[src/rtl/game_key_conditioner.sv]
// Key front end for the 24-points game: synchronise and debounce eight keys, then
// turn clean presses into tokens in the order card,op,card,op,card,op,card.
module game_key_conditioner #(
  parameter int DEBOUNCE_CYCLES = 1000000,
  parameter int CNT_W           = 20
) (
  input  logic       clock,
  input  logic       reset,
  input  logic       clear,
  input  logic       k1,
  input  logic       k2,
  input  logic       k3,
  input  logic       k4,
  input  logic       plus,
  input  logic       minus,
  input  logic       multiply,
  input  logic       divide,
  output logic       tok_valid,
  output logic [3:0] tok_code,
  output logic [3:0] cards_used,
  output logic [2:0] step,
  output logic       done,
  output logic       err
);

  typedef enum logic [1:0] {
    EXP_CARD = 2'd0,
    EXP_OP   = 2'd1,
    DONE     = 2'd2
  } state_t;

  localparam logic [CNT_W-1:0] CNT_LAST = CNT_W'(DEBOUNCE_CYCLES - 1);
  localparam logic [CNT_W-1:0] CNT_ONE  = CNT_W'(1);

  // Bit position equals the token code.
  logic [7:0] raw;
  assign raw = {divide, multiply, minus, plus, k4, k3, k2, k1};

  logic [7:0]            key_p0, key_p1, deb_p2, deb_p3;
  logic [7:0][CNT_W-1:0] cnt;
  logic [7:0]            press;
  logic                  multi;
  logic [2:0]            idx;
  logic                  is_card;

  state_t     state, state_n;
  logic [2:0] step_n;
  logic [3:0] used_n, code_n;
  logic       tv_n, err_n;

  // Stage p0/p1: synchroniser; p2: debounced level; p3: previous level for edge detect
  always_ff @(posedge clock or negedge reset) begin
    if (!reset) begin
      key_p0 <= '0;
      key_p1 <= '0;
      deb_p2 <= '0;
      deb_p3 <= '0;
      cnt    <= '0;
    end else begin
      key_p0 <= raw;
      key_p1 <= key_p0;
      deb_p3 <= deb_p2;
      for (int i = 0; i < 8; i++) begin
        if (key_p1[i] == deb_p2[i]) begin
          cnt[i] <= '0;
        end else if (cnt[i] == CNT_LAST) begin
          cnt[i]    <= '0;
          deb_p2[i] <= ~deb_p2[i];
        end else begin
          cnt[i] <= cnt[i] + CNT_ONE;
        end
      end
    end
  end

  assign press   = deb_p2 & ~deb_p3;
  assign multi   = |(press & (press - 8'd1));
  assign is_card = ~idx[2];

  always_comb begin
    idx = '0;
    for (int i = 0; i < 8; i++) begin
      if (press[i]) idx = 3'(i);
    end
  end

  // Entry-order FSM: a rejected press only pulses err
  always_comb begin
    state_n = state;
    step_n  = step;
    used_n  = cards_used;
    code_n  = tok_code;
    tv_n    = 1'b0;
    err_n   = 1'b0;
    if (clear) begin
      state_n = EXP_CARD;
      step_n  = '0;
      used_n  = '0;
    end else if (|press && state != DONE) begin
      if (multi) begin
        err_n = 1'b1;
      end else begin
        case (state)
          EXP_CARD: begin
            if (is_card && !cards_used[idx[1:0]]) begin
              used_n[idx[1:0]] = 1'b1;
              step_n           = step + 3'd1;
              tv_n             = 1'b1;
              code_n           = {1'b0, idx};
              state_n          = (step == 3'd6) ? DONE : EXP_OP;
            end else begin
              err_n = 1'b1;
            end
          end
          EXP_OP: begin
            if (!is_card) begin
              step_n  = step + 3'd1;
              tv_n    = 1'b1;
              code_n  = {1'b0, idx};
              state_n = EXP_CARD;
            end else begin
              err_n = 1'b1;
            end
          end
          default: ;
        endcase
      end
    end
  end

  always_ff @(posedge clock or negedge reset) begin
    if (!reset) begin
      state      <= EXP_CARD;
      step       <= '0;
      cards_used <= '0;
      tok_valid  <= 1'b0;
      tok_code   <= '0;
      err        <= 1'b0;
    end else begin
      state      <= state_n;
      step       <= step_n;
      cards_used <= used_n;
      tok_valid  <= tv_n;
      tok_code   <= code_n;
      err        <= err_n;
    end
  end

  assign done = (step == 3'd7);

endmodule

[config.mk]
export PLATFORM = sky130hd
export DESIGN_NAME = game_key_conditioner
export DESIGN_NICKNAME = d
export VERILOG_FILES = /design/src/rtl/game_key_conditioner.sv
export SDC_FILE = /design/constraint.sdc
export NUM_CORES = 1
export LEC_CHECK = 0
export ABC_AREA = 1
export CORE_MARGIN = 2
export CORE_UTILIZATION = 40
export DETAILED_ROUTE_END_ITERATION = 12
export PLACE_DENSITY_LB_ADDON = 0.08
export SLEW_MARGIN = 30
export SYNTH_ARGS = -nofsm -noshare
export SYNTH_HDL_FRONTEND = slang
export SYNTH_SLANG_ARGS = --single-unit
[constraint.sdc]
create_clock -name clock -period 2.09 [get_ports clock]
set_clock_uncertainty 0.05 [all_clocks]
set_input_delay 0.5225 -clock clock [delete_from_list [all_inputs] [get_ports clock]]
set_output_delay 0.5225 -clock clock [all_outputs]
set_load 0.02 [all_outputs]
==> results.json, run 1 <==
{
  "status": "finished, final reports clean",
  "htree_levels": 1,
  "synth_area_per_cell_um2": 8.77,
  "core_area_um2": 24400,
  "drive_gt1_share_pct": 15.6,
  "hold_path_end": "key_p1[2]",
  "dieArea_um2": 26100,
  "holdPathStages": 0,
  "synth_cell_types": 47,
  "finalSetupViolCount": 0,
  "path_cells": "ha_1, ha_2, buf_2",
  "r2r_cells": 13,
  "diodes": 0,
  "path_class": "reg -> out",
  "vias": 7584,
  "stdcell_count": 1558,
  "rsz0062_at_grt": "true",
  "gr-total-overflow": 0,
  "cts_num_sinks": 206,
  "synth_fp_nets": 1156,
  "grt_pass1_wl_mm": 35.0,
  "ys_ff_latch": 206,
  "final_max_slew_viol_count": 0,
  "fin_crit_ns": 2.03,
  "max-cap-violations": 0,
  "io_buffers": 23,
  "required_ns": 1.52,
  "ioPinCount": 25,
  "finalCritPeriodShare_pct": 97.2,
  "postSynthCellCount": 1134,
  "worst_setup_path_end_kind": "primary output",
  "cts_buffers": 24,
  "ant_nets": 0,
  "wl_mm": 20.4,
  "grt_max_degree": 48,
  "min_from": "key_p0[2]",
  "crit_slowest_cell": "dfrtp_1",
  "crit_cells": 3,
  "ys_seq_area_share_pct": 51.8,
  "synth_flop_cell": "dfrtp_1",
  "fp.dieH_um": 162,
  "first_iter_violations": 451,
  "critPathArrivalTime_ns": 1.46,
  "start_util_pct": 40.8,
  "dp_cells": 1505,
  "num_rows": 57,
  "vdd_drop_max_v": 0.000457,
  "holdWs_ns": 0.296,
  "worstReg2RegStart": "cnt[80]",
  "dpl.hpwl_mm": 14.5,
  "netlist_area_um2": 9940,
  "min_path_type": "reg -> reg",
  "max_freq_mhz": 492,
  "path_clk_slew_ns": 0.06,
  "grt_usage_pct": 15.9,
  "setup.worst_path.start_class": "flop",
  "nNetsFinal": 1240,
  "r2r_end": "cnt[94]",
  "cp_max_fo": 2,
  "area_growth_pct": 19.9,
  "slew_headroom_pct": 65.1,
  "cts_max_path_buffers": 3,
  "fillers": 2404,
  "cts_tree": "yes",
  "drt_pass1_iterations": 4,
  "worst_slew_pin_slew_ns": 0.519,
  "hold_viol_final": 0,
  "grt_pass1_vias": 7444,
  "clock_latency_ns": 0.51,
  "ys_warn_count": 0,
  "die_w_um": 162,
  "leakagePower_uw": 0.00526,
  "synth_edf_count": 0,
  "ys_async_sr_fraction_pct": 100,
  "rrSetupSlack_ns": 0.08,
  "wire_per_inst_um": 13.1,
  "cts-root-buf": "clkbuf_16",
  "vias_per_cell": 4.87,
  "cp_slowest_stage_delay_ns": 0.38,
  "critPathBufInv": 1,
  "gp_congestion": 0.823,
  "antenna_found_initial": 0,
  "cpLargestDelayFamily": "adder cells",
  "powerDensity_nw_per_um2": 718,
  "drc": 0
}
cells in the mapped netlist, types with 2 or more instances:
master    instances  area [um^2]
nand3_1          60          300
a211oi_1          2         15.0
inv_2            13         48.8
nand4_2           2         25.0
xnor2_1          14          123
nand2_2           8         50.1
a31oi_1           8         50.1
nor3_1           57          285
o21ai_0          27          135
nor2_2           11         68.8
nor3_2           11          110
o21ai_1           9         45.0
nor2_1          144          541
clkinv_1          5         18.8
clkbuf_1          5         18.8
nor2_4            6         67.6
and3_1            3         18.8
inv_1           153          574
a41oi_1           4         35.0
xor2_1           30          263
nand4_1          39          244
nor4_2            2         25.0
nor3_4            2         32.5
mux2_2            8         90.1
ha_1             11          138
o21a_1           10         75.1
nand2_1         159          597
nand3_2           7         70.1
nor4_1           25          156
a21oi_1          60          300
dfrtp_1         206         5150
nor3b_1          18          135
layout make-up:
type	count	area, um^2	share of cell area, %
clock buffers	31	678	5.69
clock inverters	11	108	0.903
inverters	171	642	5.39
multi-input cells	750	4340	36.4
flip-flops and latches	206	5150	43.3
well taps	324	405	3.40
repair buffers	65	588	4.93
per-stage QoR:
step	TNS [ns]	total power, uW	utilization [%]	area (um^2)	setup slack (ns)
finish	0	8550	48.9	11900	0.0586
CTS	0	8700	47.6	11600	0.00792
floorplan	0	4270	-	9940	0.251
global placement	0	4460	44.4	10800	0.129
detailed placement	0	4460	44.4	10800	0.0409
global route	-0.231	8930	48.9	11900	-0.112
worst max-delay path by stage:
stage | end | startpoint
2_1_floorplan | cnt[94] | cnt[80]
3_3_place_gp | cnt[94] | cnt[80]
3_5_place_dp | cnt[94] | cnt[80]
4_1_cts | cnt[94] | cnt[80]
5_1_grt | cnt[38] | cnt[20]
6_report | done | step[0]
repair_timing:
item	in CTS	in global routing
setup endpoints to repair	11	31
hold buffers	1	0
buffers inserted	0	10
cloned	0	0
resized for setup	15	49
endpoints found under the hold margin	41	0
pin swaps	0	8
where the power goes:
group	switching (uW)	leakage, uW	internal, uW
clock network	1640	0.000393	2520
registers	39.5	0.00282	4040
logic	195	0.00205	112
total	1880	0.00526	6680
flip-flops by register name, indices dropped and copies added (netlist names):
register	flops
key_p1	8
deb_p3	8
deb_p2	8
state	2
step	3
tok_code	3
key_p0	8
cnt	160
cards_used	4
tok_valid	1
err	1
placed cells by master, fill, tap and decap left out, types with 3 or more instances in the layout:
cell               n
nor4_2             4
nand3_1           55
ha_1               7
nand2_1          154
o21a_1            10
xnor2_1           14
clkbuf_16         25
inv_1            153
inv_2             13
nor2_1           135
buf_4             37
clkbuf_8           3
ha_2               3
nand3_2           11
dlygate4sd2_1     10
o21ai_0           27
clkbuf_1           3
nor2_2            15
dfrtp_1          206
nor2_4            11
nor3b_1           18
nor3_4             5
nand2_2           12
clkinv_2           8
o21ai_1            9
xor2_1            30
nand4_1           39
clkdlybuf4s50_1   10
a41oi_1            4
nor3_2            15
buf_12             4
nor4_1            21
a31oi_1            8
mux2_2             8
a21oi_1           60
clkinv_1           5
nor3_1            50
kinds of logic after synthesis:
family          share of synthesized area (%)
mux                                     0.906
fa+ha+maj                                1.38
other cells                            0.0377
simple gates                             27.8
xor+xnor                                 3.88
buf+inv                                  6.77
flops                                    51.8
compound gates                           7.40
per-layer routing:
metal / vias to the layer above / share of wire [%] / GRT usage, %
met2: 79 / 45 / 25.7
met3: 32 / 2.9 / 2.60
met1: 3557 / 50 / 22.5
met5: - / 0 / 0
met4: 0 / 2.1 / 4.22
li1: 3916 / - / -
worst register-to-register path: cells and delay by family (launching register included):
kind          cells  cell delay, ns
buf+inv           1            0.07
flops             1            0.40
fa+ha+maj         1            0.21
simple gates     11            1.21
(Power assumes the default switching activity.)
==> run 2, diff against run 1 <==
CORE_ASPECT_RATIO = 1.5   (was unset)
CORE_MARGIN = unset   (was 2)
SETUP_SLACK_MARGIN = 0.1   (was unset)
==> results.json, run 2 (same netlist as run 1, synthesis figures left out) <==
{
  "dp_cells": 1512,
  "wl_mm": 21.8,
  "place_area_um2": 10900,
  "setup.worst_path.start_class": "flop",
  "crit_slowest_cell": "dfrtp_1",
  "area_growth_pct": 28.8,
  "ant_nets": 0,
  "path_cells": "buf_6, nand3_4, inv_2, nand3_2, or2_1, or2_4, nor2_4, nand2_2, inv_2, nand4_1, o21ai_1, a21oi_1",
  "grt_pass1_wl_mm": 36.4,
  "cts-root-buf": "clkbuf_16",
  "largest-register": "cnt",
  "fin_crit_ns": 1.96,
  "leakagePower_uw": 0.00572,
  "finish.instance_area_um2": 12800,
  "gr-total-overflow": 0,
  "grt_pass1_vias": 7861,
  "cts_tree": "yes",
  "cp_max_fo": 3,
  "wire_per_inst_um": 13.5,
  "fin_util_pct": 52.4,
  "cts_max_path_buffers": 3,
  "required_ns": 2.43,
  "setup_ws_ns": 0.134,
  "fillers": 2225,
  "nNetsFinal": 1291,
  "final_common_cell": "dfrtp_1",
  "antenna_found_initial": 0,
  "diodes": 0,
  "min_path_type": "reg -> reg",
  "finalCritPeriodShare_pct": 93.6,
  "gp_congestion": 0.826,
  "largest_register_ffs": 160,
  "worstReg2RegStart": "cnt[80]",
  "clock_latency_ns": 0.52,
  "critPathLaunch": "cnt[80]",
  "drive_gt1_share_pct": 24.4,
  "grt_usage_pct": 17.5,
  "layout_common_cells": "dfrtp_1 (205), inv_1 (150), nand2_1 (132)",
  "cp_slowest_stage_delay_ns": 0.39,
  "final_max_slew_viol_count": 0,
  "ioPinCount": 25,
  "first_iter_violations": 247,
  "dieArea_um2": 25500,
  "dpl.hpwl_mm": 15.1,
  "hold_viol_final": 0,
  "vdd_drop_max_v": 0.000723,
  "worst_slew_pin_slew_ns": 0.511,
  "worst_setup_path_end_kind": "flop",
  "vias_per_cell": 4.95,
  "cts_num_sinks": 206,
  "core_area_um2": 24400,
  "start_util_pct": 40.7,
  "holdPathStages": 0,
  "finalPower_uw": 8690,
  "crit_top_cell": "inv_2",
  "io_buffers": 23,
  "max_freq_mhz": 511,
  "vias": 7968,
  "rsz0062_at_grt": "true",
  "min_from": "key_p0[5]",
  "die_w_um": 131,
  "stdcell_count": 1609,
  "critPathArrivalTime_ns": 2.30,
  "num_rows": 70,
  "powerDensity_nw_per_um2": 679,
  "cts_buffers": 23,
  "path_class": "reg -> reg",
  "htree_levels": 1,
  "status": "finished, final reports clean",
  "finalSetupViolCount": 0,
  "path_clk_slew_ns": 0.06,
  "drc": 0,
  "pre_cts_slack_ns": 0.0213,
  "drt_pass1_iterations": 5,
  "slew_headroom_pct": 65.6,
  "max-cap-violations": 0,
  "r2r_cells": 12,
  "grt_max_degree": 61,
  "fp.dieH_um": 195
}
run 2: cell types whose count changed in the layout (fill, tap and decap cells not counted), moves of 5 or more:
cell     before  now
nand3_4       1    9
nand3_2      11   16
buf_4        37   85
a21oi_1      60   55
nor2_1      135  125
nor3_4        5   12
nand2_1     154  132
nand2_2      12   32
buf_6         0    5
nand3_1      55   42
nor2_4       11   22
ha_1          7    2
a21oi_2       1    6
run 2: routing by layer:
metal	track usage, %	up-vias	share of wire, %
met5	0	-	0
met1	21.3	3837	42
met2	31.4	81	53
met4	5.19	0	2.1
met3	2.44	27	2.9
li1	-	4023	-
run 2: repair_timing:
| item | CTS | global route |
|---|---|---|
| cloned | 0 | 0 |
| pin swaps | 10 | 68 |
| setup buffers | 13 | 42 |
| gates resized for setup | 31 | 149 |
| endpoints found under the hold margin | 52 | 0 |
| setup endpoints to repair | 21 | 63 |
| hold buffers | 1 | 0 |
run 2: stage by stage:
| stage | hold WS, ns | TNS (ns) |
|---|---|---|
| CTS | 0.304 | 0 |
| finish | 0.300 | 0 |
| detailed placement | 0.290 | 0 |
| floorplan | 0.177 | 0 |
| global route | 0.319 | -0.0658 |
| global placement | 0.295 | 0 |
run 2: cell type report:
class / instances / area, um^2 / share of cell area (%)
sequential: 206 / 5160 / 40.3
clock buffer: 32 / 679 / 5.30
timing repair buffer: 117 / 995 / 7.77
multi-input combinational: 750 / 4800 / 37.5
inverter: 171 / 642 / 5.01
tap: 324 / 405 / 3.17
clock inverter: 9 / 126 / 0.987
run 2: where the power goes:
group	internal [uW]	total, uW	switching, uW
sequential	4040	4090	45.4
combinational	136	344	208
clock	2630	4260	1630
total	6810	8690	1880
run 2: final timing paths:
| kind | end | slack, ns |
|---|---|---|
| setup / recovery | cnt[99] | 0.13 |
| hold / removal | key_p1[5] | 0.30 |
| max in group asynchronous | cnt[15] | 0.85 |
| min in group asynchronous | cnt[72] | 0.49 |
| setup reg to reg | cnt[99] | 0.13 |
| hold reg to reg | key_p1[5] | 0.30 |
run 2: critical path, delay by kind of cell, from the launching register on:
kind                   cells  cell delay [ns]
flip-flops                 1             0.39
AO/OA/AOI/OAI              2             0.20
AND/OR/NAND/NOR            7             0.97
buffers and inverters      3             0.24
